## src/rtl/saturation_pipe.sv

```systemverilog
// Two-stage requantizer for convolution partial sums.
// S1 applies a rounding arithmetic right shift; S2 applies optional ReLU and clips
// to the signed output width. Valid/ready on both sides with full backpressure, plus
// a saturating count of clipped channel samples.
module saturation_pipe #(
  parameter int unsigned NUM_CH   = 4,
  parameter int unsigned I_SUM_BW = 21,
  parameter int unsigned O_SUM_BW = 16,
  parameter int unsigned SHIFT_BW = 4,
  parameter int unsigned CNT_BW   = 32
) (
  input  logic                         clk,
  input  logic                         reset_n,
  input  logic [SHIFT_BW-1:0]          i_shift,
  input  logic                         i_relu_en,
  input  logic                         i_cnt_clr,
  input  logic                         s_valid,
  output logic                         s_ready,
  input  logic [NUM_CH*I_SUM_BW-1:0]   s_data,
  output logic                         m_valid,
  input  logic                         m_ready,
  output logic [NUM_CH*O_SUM_BW-1:0]   m_data,
  output logic [CNT_BW-1:0]            o_sat_cnt
);

  // One extra bit so the rounding add can never overflow.
  localparam int unsigned RW   = I_SUM_BW + 1;
  localparam int unsigned IncW = $clog2(NUM_CH + 1);

  localparam logic signed [RW-1:0] OMax = RW'((1 << (O_SUM_BW - 1)) - 1);
  localparam logic signed [RW-1:0] OMin = ~OMax;

  logic                       v1_q;
  logic                       relu1_q;
  logic [NUM_CH*RW-1:0]       r1_q;
  logic [NUM_CH*RW-1:0]       r1_d;
  logic                       v2_q;
  logic [NUM_CH*O_SUM_BW-1:0] data2_q;
  logic [NUM_CH*O_SUM_BW-1:0] data2_d;
  logic [NUM_CH-1:0]          sat_evt;
  logic [CNT_BW-1:0]          cnt_q;
  logic [CNT_BW-1:0]          cnt_d;
  logic [IncW-1:0]            inc;
  logic [CNT_BW:0]            cnt_sum;
  logic                       s1_load;
  logic                       s2_load;
  logic                       s2_take;

  logic signed [RW-1:0]       xe;
  logic signed [RW-1:0]       rnd;
  logic signed [RW-1:0]       sum;
  logic signed [RW-1:0]       rr;

  assign s2_load = !v2_q || m_ready;
  assign s_ready = !v1_q || s2_load;
  assign s1_load = s_valid && s_ready;
  // A real beat moving S1 -> S2; only these update data and the counter.
  assign s2_take = v1_q && s2_load;

  assign m_valid   = v2_q;
  assign m_data    = data2_q;
  assign o_sat_cnt = cnt_q;

  // S1 datapath: sign-extend, add half an LSB of the shifted result, arithmetic shift.
  always_comb begin
    r1_d = '0;
    xe   = '0;
    rnd  = '0;
    sum  = '0;
    for (int k = 0; k < NUM_CH; k++) begin
      xe = {s_data[k*I_SUM_BW + I_SUM_BW - 1], s_data[k*I_SUM_BW +: I_SUM_BW]};
      if (i_shift == '0) begin
        sum = xe;
      end else begin
        rnd = RW'(1) << (i_shift - 1'b1);
        sum = xe + rnd;
        sum = sum >>> i_shift;
      end
      r1_d[k*RW +: RW] = sum;
    end
  end

  // S2 datapath: ReLU first (not a clip), then clip to the output range.
  always_comb begin
    data2_d = '0;
    sat_evt = '0;
    rr      = '0;
    for (int k = 0; k < NUM_CH; k++) begin
      rr = r1_q[k*RW +: RW];
      if (relu1_q && rr[RW-1]) begin
        data2_d[k*O_SUM_BW +: O_SUM_BW] = '0;
      end else if (rr > OMax) begin
        data2_d[k*O_SUM_BW +: O_SUM_BW] = {1'b0, {(O_SUM_BW-1){1'b1}}};
        sat_evt[k] = 1'b1;
      end else if (rr < OMin) begin
        data2_d[k*O_SUM_BW +: O_SUM_BW] = {1'b1, {(O_SUM_BW-1){1'b0}}};
        sat_evt[k] = 1'b1;
      end else begin
        data2_d[k*O_SUM_BW +: O_SUM_BW] = rr[O_SUM_BW-1:0];
      end
    end
  end

  // Saturating event counter; clear wins over a same-cycle increment.
  always_comb begin
    inc = '0;
    if (s2_take) begin
      for (int k = 0; k < NUM_CH; k++) begin
        inc = inc + IncW'(sat_evt[k]);
      end
    end
    cnt_sum = {1'b0, cnt_q} + (CNT_BW+1)'(inc);
    cnt_d   = cnt_q;
    if (i_cnt_clr) begin
      cnt_d = '0;
    end else if (cnt_sum[CNT_BW]) begin
      cnt_d = '1;
    end else begin
      cnt_d = cnt_sum[CNT_BW-1:0];
    end
  end

  // S1 registers: advance whenever the stage can accept.
  always_ff @(posedge clk or negedge reset_n) begin
    if (!reset_n) begin
      v1_q    <= 1'b0;
      relu1_q <= 1'b0;
      r1_q    <= '0;
    end else begin
      if (s_ready) begin
        v1_q <= s_valid;
      end
      if (s1_load) begin
        r1_q    <= r1_d;
        relu1_q <= i_relu_en;
      end
    end
  end

  // S2 registers: data held while stalled so m_data stays stable.
  always_ff @(posedge clk or negedge reset_n) begin
    if (!reset_n) begin
      v2_q    <= 1'b0;
      data2_q <= '0;
    end else begin
      if (s2_load) begin
        v2_q <= v1_q;
      end
      if (s2_take) begin
        data2_q <= data2_d;
      end
    end
  end

  // Counter register.
  always_ff @(posedge clk or negedge reset_n) begin
    if (!reset_n) begin
      cnt_q <= '0;
    end else begin
      cnt_q <= cnt_d;
    end
  end

endmodule

```

## config.mk

```make
export PLATFORM = sky130hd
export DESIGN_NAME = saturation_pipe
export DESIGN_NICKNAME = d
export VERILOG_FILES = /design/src/rtl/saturation_pipe.sv
export SDC_FILE = /design/constraint.sdc
export NUM_CORES = 1
export LEC_CHECK = 0
export CAP_MARGIN = 15
export CORE_UTILIZATION = 60
export CTS_CLUSTER_SIZE = 10
export DETAILED_ROUTE_END_ITERATION = 10
export DONT_BUFFER_PORTS = 1
export GPL_TIMING_DRIVEN = 1
export PLACE_DENSITY = 0.76
export SLEW_MARGIN = 40
export SYNTH_ARGS = -nofsm -noshare
export SYNTH_HDL_FRONTEND = slang
export SYNTH_SLANG_ARGS = --single-unit
```

## constraint.sdc

```tcl
create_clock -name clk -period 5.7 [get_ports clk]
set_input_delay 1.425 -clock clk [delete_from_list [all_inputs] [get_ports clk]]
set_output_delay 1.425 -clock clk [all_outputs]
set_load 0.01 [all_outputs]
```

### Word level (Yosys, flattened, before mapping)

Index checks and enable logic that the tools add are counted.

| operators by class | value |
|---|---|
| add/sub/neg operators | 9 |
| reductions and logical operators | 11 |
| shift-type cells | 5 |
| mux-type cells | 31 |
| order comparisons | 8 |

Operator list:

| kind | count |
|---|---|
| $mux W16 | 12 |
| $add A21 B22 Y22 | 4 |
| $gt A22 B16 Y1 const B | 4 |
| $lt A22 B16 Y1 const B | 4 |
| $mux W22 | 4 |
| $sshr A22 B4 Y22 | 4 |
| $mux W32 | 2 |
| $add A32 B3 Y33 | 1 |
| $shl A1 B4 Y22 const A | 1 |
| $mux W1 | 12 |
| $logic_and A1 B1 Y1 | 6 |
| $logic_not A4 Y1 | 1 |
| $sub A4 B1 Y4 const B | 1 |
| $add A2 B1 Y3 | 1 |
| $add A3 B1 Y3 | 1 |
| $mux W3 | 1 |
| $add A1 B1 Y2 | 1 |
| $logic_not A1 Y1 | 2 |
| $logic_or A1 B1 Y1 | 2 |

| storage, ports and cells | value |
|---|---|
| output and inout port bits | 98 |
| bits of input ports | 94 |
| word-level logic and storage cells | 70 |
| bits in registers | 187 |

### Depth between registers and ports, before layout

| depth | value |
|---|---|
| word-level depth | 11 |
| depth in mapped cells | 22 |
| mapped depth without buffers | 18 |

### Least setup slack after synthesis

OpenSTA, ideal clock, no wires.

| timing | value |
|---|---|
| path type | input-to-reg |
| start | input port i_shift[0] |
| end | register r1_q[15] |
| stages | 20 |
| slack | -0.452 ns |
| data required time | 5.574 ns |
| setup time | 0.126 ns |
| buffers on the path | 3 |
| arrival | 6.026 ns |
| cell sequence | clkbuf_1 > inv_1 > nand2_1 > clkinv_1 > buf_1 > clkbuf_1 > ha_1 > nand2_1 > nor2_1 > fa_1 > nand3_1 > a21oi_1 > o32ai_2 > o21ai_1 > or3b_2 > xnor2_1 > mux2_2 > o21ai_2 > nor2_1 > o32a_1 |

| on the way | value |
|---|---|
| cells in the longest elaborated chain, start to end | 5 |
| elaborated cells between the ends (all ways) | 6 |
| classes of those cells | 2 x add/sub; 2 x shift; 1 x mux; 1 x reduce/logical |

RTL lines:

| element | RTL line | RTL |
|---|---|---|
| from (decl) | 14 | `input logic [SHIFT_BW-1:0] i_shift,` |
| $sub A4 B1 Y4 | 75 | `rnd = RW'(1) << (i_shift - 1'b1);` |
| $shl A1 B4 Y22 | 75 |  |
| $add A21 B22 Y22 | 76 | `sum = xe + rnd;` |
| $sshr A22 B4 Y22 | 77 | `sum = sum >>> i_shift;` |
| $mux W22 * | 72 | `if (i_shift == '0) begin` |
| to (signal assigned) | 134 | `r1_q <= r1_d;` |
| to (decl) | 35 | `logic [NUM_CH*RW-1:0] r1_q;` |

Every way passes the cells marked *; elsewhere a longest branch is shown, timed or not.
A chain may end at the register's enable or synchronous reset.

### Worst setup path in the final report

| timing | value |
|---|---|
| start | input port i_shift[1] |
| end | register r1_q[47] |

Same word-level chain as after synthesis.

==> summary.txt <==
Synth
  • Ys async rst share: 1.000
  • Cells after Synth: 2,049
  • Post-synth top flop: dfrtp_1
  • Netlist cell types: 85
  • Mean Syn Cell Area: 7.768 um^2
  • Synth warn: 0
  • Post-synthesis sequential area ratio: 0.2940
  • Syn Nets: 2,220
  • Register bit count reported by yosys: 187
  • Number of flops mapped to enable cells by yosys: 0
  • Synthesized area: 0.01592 mm^2

Global route
  • Initial antenna violation count: 4
  • GRT overflow: 0
  • Vias in the first global route: 14,650
  • Tot GR Track Use: 0.4239
  • Largest net degree at the start of global routing: 188
  • First-pass GRT wire length: 87,290 um

Min path
  • Hold Path Cell Cnt: 2
  • Worst Hold Class: flop to flop

Floorplan
  • Die extent in x: 164.9 um
  • Die area: 0.02718 mm^2
  • Initial Util: 0.6108
  • Die height: 164.9 um
  • Core area: 0.02606 mm^2
  • # rows: 59
  • I/O pins: 192

STA
  • Final hold slack: 0.4909 ns
  • Skew final: 0.01174 ns
  • Tmin final: 5.309 ns
  • Worst-Margin Slew: 0.9177 ns
  • Max-slew violations: 0
  • Final setup vio count: 0
  • Hold Vio Cnt, Final: 0
  • Fin Setup TNS: 0 ns
  • F_max: 188.4 MHz
  • Tcrit/Tclk final: 0.9314
  • RSZ-0062 raised after global routing: no
  • Slew HR: 0.3867

Critical path
  • Crit path buf inv count: 2
  • R2R Setup Slk: 0.87 ns
  • Endpoint class of the critical path: flop
  • Critical-path cell list: inv_2 > nand2_2 > clkinv_2 > ha_1 > nand2_1 > nor2_1 > ha_1 > fa_1 > a21oi_1 > o211ai_1 > a31o_2 > a221oi_1 > xnor2_1 > o22ai_1 > a21o_1 > o221ai_1 > a221oi_1 > nor2_1
  • Critical-path top delay cell: a221oi_1
  • Slowest stage delay, CP: 0.43 ns
  • Crit path launch type: primary input
  • Worst-path fanout max: 102
  • CP delay by family, top: compound AO/OA/AOI/OAI gates
  • Crit path kind: primary input to flop
  • WP depth: 18
  • Data arrival time of the critical path: 5.62 ns
  • CP Data Required Time: 6.01 ns
  • FF-to-FF path depth: 18

Pwr
  • Sw frac: 0.3736
  • Power share of the sequential group: 0.431
  • Clock power frac: 0.280
  • Int Power: 0.002638 W
  • Sw power: 0.001573 W
  • P per Cell Area: 250.6 mW/mm^2
  • Combinational power share: 0.289
  • LEAKAGE: 7.044 nW
  • Total power: 0.004211 W
  • VDD IR max: 0.2938 mV

CTS
  • Post-CTS Hold Buffers: 0
  • Post CTS Setup Buffer Count: 0
  • Clock latency on the worst-skew pair: 0.44 ns
  • CTS clk-pin slew, worst paths: 0.07 ns
  • CTS tree: built
  • TritonCTS buffer count: 17
  • CTS H-Tree Depth: 4
  • Clk sinks: 187
  • Clock Tree Root: clkbuf_16
  • Post-cts sizing count: 0
  • CTS Buffer Depth: 2

Cells and area
  • Final core occ: 0.6447
  • Nets: 2,151
  • Layout cell share with drive strength beyond 1: 0.07530
  • Cell Count, Final, Fillers Out: 2,327
  • ANT cells: 0
  • Area growth, synth to finish: 5.558%
  • Filler cells: 2,272

Drt
  • Routed Antenna Nets: 0
  • Vias per std cell: 7.062
  • Remaining DRCs: 0
  • TritonRoute pass-1 iters: 7
  • Final wirelength: 58,650 um
  • Routed len/inst: 25.20 um
  • Vias: 16,430
  • Initial drt markers: 2,660

Placement
  • GP Congestion: 1.019
  • Cells after DPL: 2,296
  • Port Buffers: 0
  • DP Wirelength: 43,940 um

Run status
  • Status: completed

Run
  • Max_cap viols: 0
-- area by class of cell --
type,instances,area (um^2),share of cell area
clock buffers,17,425.4,0.02532
clock inverters,14,152.6,0.009085
inverters,30,113.9,0.006777
multi-input cells,1701,10680,0.6354
flip-flops and latches,187,4679,0.2785
well taps,335,419.2,0.02495
repair buffers,43,335.3,0.01996
-- flip-flops by register name, indices dropped and copies added (netlist names) --
signal     cells
o_sat_cnt     32
r1_q          88
m_data        64
m_valid        1
v1_q           1
relu1_q        1
-- metal layers --
layer,wire length [um],global-route usage
met4,2681,0.1639
met5,39,0
met3,8671,0.1394
met2,22840,0.5695
met1,24420,0.6175
-- cell usage after synthesis (all sizes together), types with 29 or more instances --
master | number | area (um^2)
xor2 | 43 | 376.6
a31oi | 34 | 212.7
mux2i | 44 | 444.2
a21oi | 195 | 975.9
a21o | 33 | 247.7
inv | 29 | 108.9
a211oi | 37 | 282.8
nand3 | 41 | 205.2
ha | 71 | 888.4
clkbuf | 110 | 414.1
o21ai | 203 | 1020
xnor2 | 53 | 471.7
dfrtp | 187 | 4679
nor2 | 254 | 955.9
nor3 | 35 | 175.2
nand2 | 261 | 979.7
-- cells in the final DEF (no fill, tap or decap), types with 12 or more instances in the layout --
cell         n
a211oi_1    36
a21o_1      33
a21oi_1    192
a221oi_1    28
a22oi_1     13
a31oi_1     34
and2_1      20
and3_1      16
buf_4       42
clkbuf_16   17
dfrtp_1    187
ha_1        71
inv_1       26
mux2_2      23
mux2i_1     43
nand2_1    258
nand3_1     41
nand4_1     14
nor2_1     247
nor2b_1     12
nor3_1      35
o211ai_1    27
o21a_1      17
o21ai_0    195
o221ai_1    23
o22ai_1     21
o31ai_1     12
xnor2_1     52
xor2_1      43
-- power groups by stage --
stage	clock, W	sequential [W]	combinational (W)
2_1_floorplan	0	0.00175	0.000906
3_3_place_gp	0	0.00183	0.00114
3_5_place_dp	0	0.00183	0.00117
4_1_cts	0.00118	0.00181	0.00118
5_1_grt	0.00124	0.00185	0.00133
6_report	0.00118	0.00182	0.00121
-- final timing paths --
path                            start             to
max                        i_shift[1]       r1_q[47]
max reg2reg                  r1_q[40]  o_sat_cnt[31]
min in group asynchronous     reset_n      m_data[6]
max in group asynchronous     reset_n     m_data[45]
min                          r1_q[78]       r1_q[78]
min reg2reg                  r1_q[78]       r1_q[78]
-- logic make-up (layout without fill, tap and decap cells) --
family          after synthesis  after routing  share of synthesized area
compound gates              746            746                     0.3034
xor+xnor                     96             96                    0.05330
fa+ha+maj                    77             77                    0.06336
buf+inv                     161            104                    0.03828
flops                       187            187                     0.2940
mux                          73             73                    0.05220
simple gates                709            709                     0.1954
-- metrics by stage --
stage,setup WS (ns),cell area [um^2]
5_1_grt,0.2176,16800
3_3_place_gp,0.2221,16190
3_5_place_dp,0.1307,16220
6_report,0.3908,16800
4_1_cts,0.5792,16800
2_1_floorplan,0.04116,15930
-- worst reg2reg max path, delay by kind of cell, from the launching register on --
family	cells	cell delay [ns]
buf+inv	1	0.07
compound gates	4	0.80
mux	1	0.18
fa+ha+maj	4	1.12
simple gates	8	2.18
flops	1	0.41
Power figures use the tool's default switching activity.
